$ cat config.mk
export PLATFORM = sky130hd
export DESIGN_NAME = dispatch_controller
export DESIGN_NICKNAME = d
export VERILOG_FILES = /design/src/rtl/dispatch_controller.sv
export SDC_FILE = /design/constraint.sdc
export NUM_CORES = 1
export LEC_CHECK = 0
export CORE_MARGIN = 10
export CORE_UTILIZATION = 51
export DETAILED_ROUTE_END_ITERATION = 16
export HOLD_SLACK_MARGIN = 0.15
export PLACE_DENSITY = 0.87
export SLEW_MARGIN = 20
export SYNTH_ARGS = -nofsm -noshare
export SYNTH_HDL_FRONTEND = slang
export SYNTH_SLANG_ARGS = --single-unit
$ cat constraint.sdc
create_clock -name Clock -period 2.3 [get_ports Clock]
set_input_delay 0.23 -clock Clock [delete_from_list [all_inputs] [get_ports Clock]]
set_output_delay 0.23 -clock Clock [all_outputs]
set_load 0.01 [all_outputs]
$ cat src/rtl/dispatch_controller.sv
// Dispatch controller: pops one winner from the queue manager, offers it to a field
// team, escalates priority on unanswered offers, then cools down before the next start.
module dispatch_controller #(
  parameter int COOLDOWN = 2,
  parameter int TIMEOUT  = 8
) (
  input  logic       Clock,
  input  logic       Reset_Queue,
  input  logic       Enable,
  input  logic       Evac_Empty,
  input  logic       Shelter_Valid,
  input  logic       Food_Valid,
  input  logic [7:0] Output_Zone,
  input  logic [1:0] Output_Priority,
  input  logic       Team_Ready,
  output logic       Serve,
  output logic       Dispatch_Valid,
  output logic [7:0] Dispatch_Zone,
  output logic [1:0] Dispatch_Priority,
  output logic [1:0] Dispatch_Resource,
  output logic       Escalate,
  output logic       Busy,
  output logic [7:0] Evac_Count,
  output logic [7:0] Relief_Count
);
  localparam int TMAX = (TIMEOUT > COOLDOWN) ? TIMEOUT : COOLDOWN;
  localparam int TW   = $clog2(TMAX + 2);

  typedef enum logic [1:0] {IDLE, SERVE, OFFER, HOLD} state_t;

  state_t        state_q, state_d;
  logic [TW-1:0] timer_q, timer_d;
  logic [7:0]    zone_q, zone_d, evac_q, evac_d, relief_q, relief_d;
  logic [1:0]    prio_q, prio_d, res_q, res_d;
  logic          serve_q, serve_d, dv_q, dv_d, esc_q, esc_d, busy_q, busy_d;
  logic          work;

  assign work = !Evac_Empty || Shelter_Valid || Food_Valid;

  always_comb begin
    state_d  = state_q;
    timer_d  = timer_q;
    zone_d   = zone_q;
    prio_d   = prio_q;
    res_d    = res_q;
    evac_d   = evac_q;
    relief_d = relief_q;
    esc_d    = 1'b0;
    unique case (state_q)
      IDLE: if (Enable && work) begin
        state_d = SERVE;
        zone_d  = Output_Zone;
        prio_d  = Output_Priority;
        if (!Evac_Empty)                     res_d = 2'b10;
        else if (Shelter_Valid && Food_Valid) res_d = 2'b11;
        else if (Shelter_Valid)              res_d = 2'b01;
        else                                 res_d = 2'b00;
      end
      SERVE: begin
        state_d = OFFER;
        timer_d = '0;
      end
      OFFER: begin
        // An acceptance on the timeout cycle takes precedence over escalation.
        if (Team_Ready) begin
          timer_d = '0;
          state_d = (COOLDOWN == 0) ? IDLE : HOLD;
          if (res_q == 2'b10) begin
            if (evac_q != 8'hFF) evac_d = evac_q + 8'd1;
          end else begin
            if (relief_q != 8'hFF) relief_d = relief_q + 8'd1;
          end
        end else if (timer_q == TW'(TIMEOUT - 1)) begin
          esc_d   = 1'b1;
          timer_d = '0;
          if (prio_q != 2'b11) prio_d = prio_q + 2'd1;
        end else begin
          timer_d = timer_q + TW'(1);
        end
      end
      HOLD: begin
        if (timer_q == TW'(COOLDOWN - 1)) begin
          state_d = IDLE;
          timer_d = '0;
        end else begin
          timer_d = timer_q + TW'(1);
        end
      end
      default: state_d = IDLE;
    endcase
    // Status outputs are registered copies of the next state.
    serve_d = (state_d == SERVE);
    dv_d    = (state_d == OFFER);
    busy_d  = (state_d != IDLE);
  end

  always_ff @(posedge Clock) begin
    if (Reset_Queue) begin
      state_q  <= IDLE;
      timer_q  <= '0;
      zone_q   <= '0;
      prio_q   <= '0;
      res_q    <= '0;
      evac_q   <= '0;
      relief_q <= '0;
      serve_q  <= 1'b0;
      dv_q     <= 1'b0;
      esc_q    <= 1'b0;
      busy_q   <= 1'b0;
    end else begin
      state_q  <= state_d;
      timer_q  <= timer_d;
      zone_q   <= zone_d;
      prio_q   <= prio_d;
      res_q    <= res_d;
      evac_q   <= evac_d;
      relief_q <= relief_d;
      serve_q  <= serve_d;
      dv_q     <= dv_d;
      esc_q    <= esc_d;
      busy_q   <= busy_d;
    end
  end

  assign Serve             = serve_q;
  assign Dispatch_Valid    = dv_q;
  assign Dispatch_Zone     = zone_q;
  assign Dispatch_Priority = prio_q;
  assign Dispatch_Resource = res_q;
  assign Escalate          = esc_q;
  assign Busy              = busy_q;
  assign Evac_Count        = evac_q;
  assign Relief_Count      = relief_q;
endmodule

# [Word level (Yosys, flattened, before mapping)]
# Index checks and enable logic that the tools add are counted.
[op_classes] n_addsub=4 mul=0 div_mod_pow=0 n_lt_le_gt_ge=0 eq_ne=15 n_shift=0 mux=17 bitwise=2 n_reduce_logical=14
[op_table] op="2-bit two-way mux" count=9
[op_table] op="8-bit by 1-bit adder with 8-bit output, second input constant" count=2
[op_table] op="8-bit != test, second input constant" count=2
[op_table] op="4-bit two-way mux" count=3
[op_table] op="4-bit one-hot mux with 3 select lines" count=1
[op_table] op="2-bit != test, second input constant" count=5
[op_table] op="2-bit equality test, second input constant" count=4
[op_table] op="2-bit one-hot mux with 4 select lines" count=1
[op_table] op="4-bit AND reduction" count=2
[op_table] op="5-bit AND reduction" count=1
[op_table] op="4-bit by 1-bit adder with 4-bit output, second input constant" count=1
[op_table] op="2-bit by 1-bit equality test with 1-bit output, second input constant" count=2
[op_table] op="4-bit by 1-bit equality test with 1-bit output, second input constant" count=1
[op_table] op="4-bit by 3-bit equality test with 1-bit output, second input constant" count=1
[op_table] op="2-bit one-hot mux with 2 select lines" count=1
[op_table] op="2-bit nonzero test" count=2
[op_table] op="3-bit nonzero test" count=1
[op_table] op="3-bit OR reduction" count=1
[op_table] op="2-bit by 1-bit adder with 2-bit output, second input constant" count=1
[op_table] op="1-bit logical AND" count=2
[op_table] op="2-bit logical NOT" count=1
[op_table] op="1-bit logical OR" count=2
[op_table] op="1-bit two-way mux" count=2
[op_table] op="1-bit inverter" count=2
[op_table] op="2 further kinds" count=2
[word_totals] ff_bits=38 latchBits=0 ram_bits=0 mem_bits_ro=0 n_memories=0

# [Logic depth before layout (Yosys ltp)]
# Gate-level depths: netlist of the first run.
[depth] depth_word=7 ltp_mapped=6

# [Least setup slack after synthesis of the first run]
# No wires, ideal clock.
[synth_path] kind="register to register" start="register timer_q[1]" end="register timer_q[3]" setup_ns=0.084 t_arrival_ns=1.479 required_ns=2.216 path_slack_ns=0.737 stages_incl_launch_ff=7 cell_sequence="dfxtp_1 -> inv_1 -> ha_1 -> nand3b_1 -> a21oi_1 -> or4b_4 -> o31ai_2"
[synth_between] elab_chain_len=4 elab_cells_between_ends=7 cone_classes="add/sub: 1; eq/ne: 2; mux: 4"
[synth_lines] element="start, declared" line="32" text="logic [TW-1:0] timer_q, timer_d;"
[synth_lines] element="start signal, assigned" line="112" text="timer_q <= timer_d;"
[synth_lines] element="4-bit by 1-bit adder with 4-bit output or 4-bit by 3-bit equality test with 1-bit output (tied branches)" line="78, 86, 73"
[synth_lines] element="4-bit two-way mux" line="73" text="end else if (timer_q == TW'(TIMEOUT - 1)) begin"
[synth_lines] element="4-bit two-way mux" line="65" text="if (Team_Ready) begin"
[synth_lines] element="4-bit one-hot mux with 3 select lines (*)" line="49" text="unique case (state_q)"
# Every way passes the cells marked *; elsewhere a longest branch is shown, timed or not.
# A chain may end at the register's enable or synchronous reset.

# [Worst setup path in the final report of the first run]
[layout_path] start="register state_q[1]" end="register evac_q[7], in the netlist Evac_Count[7]"
[layout_between] elab_chain_len=2
[layout_lines] element="start, declared" line="31" text="state_t state_q, state_d;"
[layout_lines] element="start signal, assigned" line="111" text="state_q <= state_d;"
[layout_lines] element="2-bit equality test" line="49"
[layout_lines] element="4-bit AND reduction (no line)"
[layout_lines] element="end signal, assigned" line="116" text="evac_q <= evac_d;"
[layout_lines] element="end, declared" line="33" text="logic [7:0] zone_q, zone_d, evac_q, evac_d, relief_q, relief_d;"
# Every way passes these cells.

==> results of run 1 <==
==> worst min path at each step <==
stage | slack [ns] | startpoint | endpoint | cells after the start
CTS | 0.41 | Output_Zone[3] | Dispatch_Zone[3] | 3
detailed placement | 0.45 | Dispatch_Zone[7] | Dispatch_Zone[7] | 2
global route | 0.43 | Output_Zone[3] | Dispatch_Zone[3] | 3
floorplan | 0.31 | Team_Ready | Escalate | 1
finish | 0.42 | Output_Zone[0] | Dispatch_Zone[0] | 3
global placement | 0.44 | Dispatch_Zone[7] | Dispatch_Zone[7] | 2
==> sequential cells by signal (all words and copies together) (netlist names) <==
register / count
Busy: 1
Dispatch_Priority: 2
Dispatch_Resource: 2
Dispatch_Valid: 1
Dispatch_Zone: 8
Escalate: 1
Evac_Count: 8
Relief_Count: 8
Serve: 1
state_q: 2
timer_q: 4
==> metal layers <==
| layer | vias to the layer above | part of all wire |
|---|---|---|
| met4 | 0 | 0.017 |
| li1 | 840 | - |
| met2 | 40 | 0.48 |
| met5 | - | 0 |
| met1 | 743 | 0.43 |
| met3 | 7 | 0.072 |
==> layout make-up <==
class / count / area [um2] / share of cell area
clock inverter: 1 / 5.00 / 0.00216
inverter: 5 / 18.8 / 0.00809
multi-input combinational: 153 / 927 / 0.400
timing repair buffer: 50 / 495 / 0.214
tap: 46 / 57.6 / 0.0248
clock buffer: 7 / 55.1 / 0.0237
sequential: 38 / 761 / 0.328
==> stage by stage <==
step / power, W / hold slack [ns] / cell area (um2) / std cells / util
6_report: 0.00127 / 0.420 / 2320 / 300 / 0.695
4_1_cts: 0.00129 / 0.405 / 2320 / 300 / 0.695
3_5_place_dp: 0.000927 / 0.449 / 2260 / 292 / 0.677
5_1_grt: 0.00134 / 0.428 / 2320 / 300 / 0.695
2_1_floorplan: 0.000828 / 0.309 / 1750 / 205 / -
3_3_place_gp: 0.000922 / 0.441 / 2260 / 292 / 0.677
==> kinds of logic after synthesis <==
kind of cell | after synthesis | synth area share
AOI/OAI and AO/OA | 54 | 0.196
xor gates and xnor gates | 3 | 0.0150
adders and majority gates | 5 | 0.0357
buffers and inverters | 14 | 0.0364
DFF | 38 | 0.434
muxes | 4 | 0.0243
and+or+nand+nor | 87 | 0.258
==> Yosys cell counts (2+ instances only) <==
| cell | instances | area share |
|---|---|---|
| inv_1 | 5 | 0.011 |
| nand2_1 | 24 | 0.051 |
| nor2_1 | 17 | 0.036 |
| nor4_1 | 3 | 0.011 |
| a21o_1 | 4 | 0.017 |
| nand3b_1 | 3 | 0.013 |
| xor2_1 | 3 | 0.015 |
| ha_1 | 5 | 0.036 |
| o21ai_1 | 2 | 0.0057 |
| clkbuf_1 | 4 | 0.0086 |
| a21oi_1 | 28 | 0.080 |
| o31ai_1 | 4 | 0.017 |
| nand3_1 | 10 | 0.029 |
| or4_1 | 5 | 0.021 |
| nand4_1 | 4 | 0.014 |
| buf_2 | 3 | 0.0086 |
| nand2b_1 | 3 | 0.011 |
| and3_1 | 2 | 0.0071 |
| o21ai_0 | 10 | 0.029 |
| mux2i_1 | 2 | 0.011 |
| or3_1 | 6 | 0.021 |
| dfxtp_1 | 38 | 0.43 |
| nor3_1 | 3 | 0.0086 |
| nor2b_1 | 4 | 0.014 |
==> worst max-delay path, delay by kind of cell (launching register included) <==
family | cells | cell delay (ns)
compound gates | 2 | 0.36
simple gates | 2 | 0.82
flops | 1 | 0.56
==> power breakdown <==
group          total [W]  internal [W]  switching, W
Combinational   0.000198      0.000104     0.0000947
Sequential      0.000712      0.000685     0.0000267
Clock           0.000363      0.000148      0.000215
==> metrics.md, run 1 <==
| Metric | Value |
|---|---|
| Largest net degree at the start of global routing | `39` |
| Antenna Cells | `0` |
| Global Route Usage Sum | `0.138` |
| Worst flop-to-flop path startpoint | `state_q[1]` |
| Place WS | `0.247 ns` |
| Die width | `78.6 um` |
| Final Hold Vio Count | `0` |
| Starting DRT DRC Count | `123` |
| CTS resizes | `0` |
| CTS Root Cell | `clkbuf_4` |
| GR Overflow Total | `0` |
| Vias in the first global route | `1534` |
| Highest Clock Rate | `553 MHz` |
| # hold bufs at CTS | `0` |
| IO buf count | `48` |
| CP Launch Point | `state_q[1]` |
| Pwr/cell area | `549 mW/mm2` |
| CP cell instances | `and3b_4, o2111ai_4, or4_1, a21oi_1` |
| Post CTS Setup Buffer Count | `0` |
| Post-Syn Area | `0.00175 mm2` |
| Worst-path maximum fanout | `14` |
| Mapped Cells | `205` |
| CP startpoint kind | `flip-flop` |
| Most used flip-flop cell after synthesis | `dfxtp_1` |
| Vias per inst | `5.43` |
| Share of layout cells above drive strength 1 | `0.0591` |
| Clock H-tree levels | `2` |
| GR Layer Usage met2 | `0.225` |
| DRT Pass-1 Iters | `4` |
| Row cnt | `21` |
| Core area | `0.00334 mm2` |
| CP endpoint | `Evac_Count[7]` |
| Initial Util | `0.525` |
| Clock latency at the later pin of the worst-skew pair | `0.35 ns` |
| Max clock buf depth | `2` |
| RSZ-0062 raised after global routing | `no` |
| CTS Buf Count | `5` |
| Endpoints failing setup | `0` |
| RR Endpoint | `Evac_Count[7]` |
| Leakage | `0.812 nW` |
| Async S/R FF share, synth | `0` |
| Final period util | `0.786` |
| Final WL | `4190 um` |
| Met3 Resource Use GR | `0.0558` |
| Most common cell after layout, fill and taps aside | `clkdlybuf4s50_1` |
| Hold crit path type | `primary input to flip-flop` |
| Nets | `275` |
| Sequential fraction of the synthesis area | `0.434` |
| YS warnings | `0` |
| DRC | `0` |
| # IOs | `49` |
| Worst Skew | `0.00663 ns` |
| Required @ worst endpoint | `2.58 ns` |
| Final Max Tran Viols | `0` |
| Post-DP HPWL | `3070 um` |
| Least-Margin Pin Slew | `0.475 ns` |
| Max-cap viol count | `0` |
| Avg Cell Area, Syn | `8.54 um2` |
| Outcome | `completed` |
| CTS tree | `built` |
| Slowest CP cell | `dfxtp_1` |
| Area of the die | `0.00618 mm2` |
| Setup TNS | `0 ns` |
| Count of clock tree sinks | `38` |
| Post-synth EDFFs | `0` |
| Final setup margin | `0.492 ns` |
| Initial antenna violation count | `0` |
| FILL cells | `295` |
| Final ANT Viol Nets | `0` |
| Crit Path Category | `flip-flop to flip-flop` |
| DR vias | `1630` |
| Worst path arrival time | `2.09 ns` |
| Synth Net Count | `227` |
| Unique masters post-synth | `37` |
| Internal reg-to-reg setup slack | `0.49 ns` |
| Final Wtd Congestion | `0.837` |
| GRT met1 Usage | `0.153` |
| Synth Register Bits | `38` |
| Slew HR | `0.683` |
| Final min period | `1.81 ns` |
| First-pass GRT wire length | `7040 um` |
| DR WL/cell | `14.0 um` |
| Clock-pin slew on the worst setup and hold paths | `0.11 ns` |
| Worst setup EP type | `flip-flop` |
| Slowest Stage Delay on Critical Path | `0.56 ns` |
| GR peak layer | `met2` |
| Worst VDD drop | `0.327 mV` |
| Reg2reg path depth | `4` |
| Die H | `78.6 um` |
| Commonest cells after routing, fill and taps aside | `clkdlybuf4s50_1, dfxtp_1, a21oi_1` |
| Area grow syn2layout | `32.4%` |
Note: power is estimated with default switching activity, not from simulation.
==> run 2, diff against run 1 <==
- CORE_UTILIZATION: 51 -> 47
- PLACE_DENSITY: 0.87 -> 0.82
- clock period: 2.3 -> 1.7 ns (I/O delays scaled with it)
==> run 2 against run 1 <==
  * Clock power grew 75%
  * First-iteration DRC count shrank 36%
  * Setup slack lost 0.45 ns
  * Sequential share of layout area shrank 2.5 points
  * Sequential power grew 34%
  * Routed wire length grew 8.2%
  * Non-clock buffer count grew 19
  * Global-route usage grew 0.19 points
  * Combinational power grew 61%
  * Core utilization grew 0.32 points
  * Largest power group unchanged
==> metrics.md, run 2 (same netlist as run 1, synthesis figures left out) <==
| Metric | Value |
|---|---|
| CP startpoint kind | `flip-flop` |
| Clock-pin slew on the worst setup and hold paths | `0.07 ns` |
| GR Overflow Total | `0` |
| Area of the die | `0.00657 mm2` |
| Finished Layout Cells | `321` |
| Clock latency at the later pin of the worst-skew pair | `0.29 ns` |
| DR WL/cell | `14.1 um` |
| Die H | `81.1 um` |
| Final setup margin | `0.0382 ns` |
| Final WL | `4530 um` |
| CTS tree | `built` |
| Comb power frac | `0.167` |
| Max-cap viol count | `0` |
| Pwr/cell area | `750 mW/mm2` |
| Hold crit path type | `primary input to flip-flop` |
| Crit Path Category | `flip-flop to flip-flop` |
| FILL cells | `292` |
| CP Launch Point | `state_q[0]` |
| Commonest cells after routing, fill and taps aside | `clkdlybuf4s50_1, dfxtp_1, a21oi_1` |
| Clock network power share | `0.333` |
| Leakage | `0.916 nW` |
| Vias per inst | `5.28` |
| Core area | `0.00363 mm2` |
| Reg2reg path depth | `5` |
| Seq. cell area | `769 um2` |
| Worst Skew | `0.00481 ns` |
| CP cell instances | `and3b_4, o2111ai_4, buf_4, or4_1, a21oi_1` |
| Worst VDD drop | `0.511 mV` |
| Area grow syn2layout | `44.9%` |
| DRC | `0` |
| Worst path arrival time | `1.88 ns` |
| Row cnt | `22` |
| Place WS | `-0.0852 ns` |
| Count of clock tree sinks | `38` |
| Worst hold slack | `0.430 ns` |
| Share of layout cells above drive strength 1 | `0.158` |
| Worst-path maximum fanout | `5` |
| Multi-input gate area | `943 um2` |
| Slowest Stage Delay on Critical Path | `0.46 ns` |
| Final Wtd Congestion | `0.866` |
| Post-DP HPWL | `3310 um` |
| RR Endpoint | `Evac_Count[5]` |
| Largest net degree at the start of global routing | `39` |
| # IOs | `49` |
| CP top delay family | `simple AND/OR/NAND/NOR gates` |
| Endpoints failing setup | `0` |
| Final Hold Vio Count | `0` |
| DRT Pass-1 Iters | `4` |
| Worst setup EP type | `flip-flop` |
| Most common cell after layout, fill and taps aside | `clkdlybuf4s50_1` |
| Switch Pwr | `0.000481 W` |
| Total power | `0.00190 W` |
| CTS Buf Count | `5` |
| Starting DRT DRC Count | `79` |
| Stages on worst setup path | `5` |
| Antenna Cells | `0` |
| Worst flop-to-flop path startpoint | `state_q[0]` |
| Clock H-tree levels | `2` |
| DR vias | `1695` |
| Slowest CP cell | `or4_1` |
| Final min period | `1.66 ns` |
| Least-Margin Pin Slew | `0.434 ns` |
| Nets | `294` |
| Required @ worst endpoint | `1.92 ns` |
| Sequential Power Share | `0.499` |
| # hold bufs at CTS | `0` |
| Final ANT Viol Nets | `0` |
| Slew HR | `0.711` |
| Final Max Tran Viols | `0` |
| Die width | `81.1 um` |
| Initial Util | `0.482` |
| Sw frac | `0.252` |
| Final period util | `0.978` |
| CTS Root Cell | `clkbuf_8` |
| IO buf count | `48` |
| Max clock buf depth | `2` |
| Initial antenna violation count | `0` |
| Final Core Density | `0.698` |
| Outcome | `completed` |
| Worst Path Buf+Inv | `1` |
| Internal reg-to-reg setup slack | `0.04 ns` |
| First-pass GRT wire length | `7400 um` |
| CP endpoint | `Evac_Count[5]` |
| Global Route Usage Sum | `0.140` |
| Placed Cells | `312` |
| Vias in the first global route | `1703` |
| Highest Clock Rate | `602 MHz` |
| Int Pwr | `0.00142 W` |
==> run 2: how the worst min path moves through the flow <==
stage                     start          endpoint  slack (ns)  depth (start not counted)
2_1_floorplan        Team_Ready          Escalate        0.25                          1
3_3_place_gp   Dispatch_Zone[1]  Dispatch_Zone[1]        0.44                          2
3_5_place_dp   Dispatch_Zone[3]  Dispatch_Zone[3]        0.45                          2
4_1_cts          Output_Zone[6]  Dispatch_Zone[6]        0.43                          3
5_1_grt          Output_Zone[5]  Dispatch_Zone[5]        0.44                          3
6_report         Output_Zone[5]  Dispatch_Zone[5]        0.43                          3
==> run 2: final cells by class <==
| type | count | area share |
|---|---|---|
| inverters | 5 | 0.00740 |
| clock buffers | 7 | 0.0340 |
| clock inverters | 1 | 0.00197 |
| multi-input cells | 153 | 0.372 |
| repair buffers | 69 | 0.258 |
| well taps | 48 | 0.0237 |
| flip-flops and latches | 38 | 0.303 |
==> run 2: per-stage QoR <==
step | setup TNS, ns | cell area, um2
2_1_floorplan | 0 | 1750
3_3_place_gp | -0.236 | 2410
3_5_place_dp | -0.769 | 2410
4_1_cts | 0 | 2500
5_1_grt | -0.0428 | 2540
6_report | 0 | 2540
==> run 2: timing repair <==
| item | in CTS | in global routing |
|---|---|---|
| buffers inserted | 0 | 1 |
| gates resized for setup | 0 | 11 |
| endpoints found under the setup margin | 0 | 7 |
| hold endpoints to repair | 0 | 0 |
==> run 2: worst reg2reg max path: stages (launching register included) <==
cell	delay (ns)
dfxtp_1	0.32
and3b_4	0.33
o2111ai_4	0.15
buf_4	0.19
or4_1	0.46
a21oi_1	0.14
==> run 2: per-layer routing <==
metal  wire length [um]  GRT usage  vias to the layer above  share of wire
met2               2230      0.241                       48           0.49
met4                 31     0.0502                        0         0.0068
met3                381     0.0508                        2          0.084
li1                   -          -                      873              -
met1               1890      0.155                      772           0.42
met5                  0          0                        -              0
==> run 2: power by group through the flow <==
stage	combinational [W]	clock (W)	sequential [W]
after CTS	0.000320	0.000651	0.000953
after global placement	0.000311	0	0.000972
after floorplan	0.000136	0	0.000984
after global routing	0.000352	0.000693	0.000955
after detailed placement	0.000318	0	0.000974
final	0.000318	0.000635	0.000951
==> run 3, diff against run 2 <==
- CELL_PAD_IN_SITES_DETAIL_PLACEMENT: unset -> 1
- CELL_PAD_IN_SITES_GLOBAL_PLACEMENT: unset -> 1
- CORE_UTILIZATION: 47 -> 34
- PLACE_DENSITY: 0.82 -> 0.81
==> run 3 against run 2 <==
  * Setup slack better by 0.062 ns
  * Routed wire length is 20% higher
  * Via count rose by 3.3%
  * Register-to-register slack gained 0.06 ns
  * Sequential cell count unchanged
  * Core utilization shrank 19 points
  * Critical path depth increased by 1
  * Fmax rose by 3.9%
  * Non-clock buffer count stayed put
  * Highest routed layer unchanged
==> metrics.md, run 3 (same netlist as run 1, synthesis figures left out) <==
| Metric | Value |
|---|---|
| Slowest CP cell | `or4b_4` |
| Slew HR | `0.798` |
| Clock H-tree levels | `2` |
| Final Core Density | `0.508` |
| Final period util | `0.941` |
| Starting DRT DRC Count | `36` |
| Post-DP HPWL | `4030 um` |
| Global Route Usage Sum | `0.125` |
| Required @ worst endpoint | `1.91 ns` |
| Area of the die | `0.00842 mm2` |
| Final WL | `5420 um` |
| Final min period | `1.60 ns` |
| Setup TNS | `0 ns` |
| IO buf count | `48` |
| Final Hold Vio Count | `0` |
| Max-cap viol count | `0` |
| Count of clock tree sinks | `38` |
| CP startpoint kind | `flip-flop` |
| DR vias | `1751` |
| Clock-pin slew on the worst setup and hold paths | `0.08 ns` |
| Share of layout cells above drive strength 1 | `0.154` |
| Final Wtd Congestion | `0.787` |
| CTS Root Cell | `clkbuf_8` |
| Die width | `91.8 um` |
| Initial Util | `0.347` |
| Leakage | `0.908 nW` |
| Most common cell after layout, fill and taps aside | `clkdlybuf4s50_1` |
| Vias per inst | `5.10` |
| CP cell instances | `inv_1, ha_2, nand3b_1, a21oi_1, or4b_4, o31ai_4` |
| Row cnt | `26` |
| Worst-path maximum fanout | `5` |
| Hold crit path type | `primary input to flip-flop` |
| CTS tree | `built` |
| Die H | `91.8 um` |
| Worst VDD drop | `0.544 mV` |
| Nets | `294` |
| Final ANT Viol Nets | `0` |
| Initial antenna violation count | `0` |
| Worst path arrival time | `1.81 ns` |
| First-pass GRT wire length | `8740 um` |
| # hold bufs at CTS | `0` |
| Worst setup EP type | `flip-flop` |
| # IOs | `49` |
| Least-Margin Pin Slew | `0.295 ns` |
| CP top delay family | `simple AND/OR/NAND/NOR gates` |
| GR Overflow Total | `0` |
| Total power | `0.00192 W` |
| DRT Pass-1 Iters | `4` |
| Worst Skew | `0.00658 ns` |
| Endpoints failing setup | `0` |
| Outcome | `completed` |
| Worst Path Buf+Inv | `1` |
| Antenna Cells | `0` |
| Largest net degree at the start of global routing | `22` |
| Final Instance Area | `0.00256 mm2` |
| Crit Path Category | `flip-flop to flip-flop` |
| Max clock buf depth | `2` |
| Worst hold slack | `0.432 ns` |
| Highest Clock Rate | `625 MHz` |
| DR WL/cell | `15.8 um` |
| Slowest Stage Delay on Critical Path | `0.59 ns` |
| CTS Buf Count | `5` |
| Area grow syn2layout | `46.3%` |
| Commonest cells after routing, fill and taps aside | `clkdlybuf4s50_1, dfxtp_1, a21oi_1` |
| Clock latency at the later pin of the worst-skew pair | `0.29 ns` |
| Final Max Tran Viols | `0` |
| Core area | `0.00504 mm2` |
| DRC | `0` |
| Pwr/cell area | `751 mW/mm2` |
| Placed Instance Area | `0.00242 mm2` |
| Vias in the first global route | `1820` |
## run 3: cell counts in the layout (fill, tap and decap cells not counted)
No cell type changed its count.
## run 3: report_power, final
part | internal (W) | switching, W | total, W
clock network | 0.000327 | 0.000316 | 0.000643
logic | 0.000171 | 0.000159 | 0.000329
registers | 0.000925 | 0.0000256 | 0.000951
total | 0.00142 | 0.000500 | 0.00192
## run 3: cell type report
cell class                 instances  area, um2
clock inverter                     1       5.00
clock buffer                       7       86.3
timing repair buffer              69        638
sequential                        38        766
tap                               70       87.6
inverter                           5       18.8
fill                             614       2480
multi-input combinational        153        961
## run 3: routing by layer
| layer | track usage | vias up | wire length, um |
|---|---|---|---|
| met2 | 0.220 | 36 | 2830 |
| met1 | 0.133 | 836 | 2190 |
| met3 | 0.0367 | 15 | 241 |
| met5 | 0 | - | 0 |
| met4 | 0.0617 | 0 | 164 |
| li1 | - | 864 | - |
## run 3: what timing repair did
action | in CTS | in global routing
resized for setup | 0 | 10
setup buffers | 0 | 2
setup endpoints to repair | 0 | 12
## run 3: metrics by stage
step,std cells,setup slack (ns)
global route,343,-0.0547
CTS,341,0.00338
floorplan,205,0.137
detailed placement,333,-0.146
finish,343,0.0998
global placement,333,-0.0683
## run 3: tightest hold or removal path, stage by stage
cell and delay, ns:
clkdlybuf4s50_1 0.40, nand2_1 0.06, a21oi_1 0.05
## run 3: final timing paths
path                                  startpoint          endpoint  slack, ns  cells past startpoint
worst min register to register  Dispatch_Zone[5]  Dispatch_Zone[5]       0.45                      2
worst max-delay path                  timer_q[1]        timer_q[3]        0.1                      6
worst min-delay path              Output_Zone[6]  Dispatch_Zone[6]       0.43                      3
worst max register to register        timer_q[1]        timer_q[3]        0.1                      6
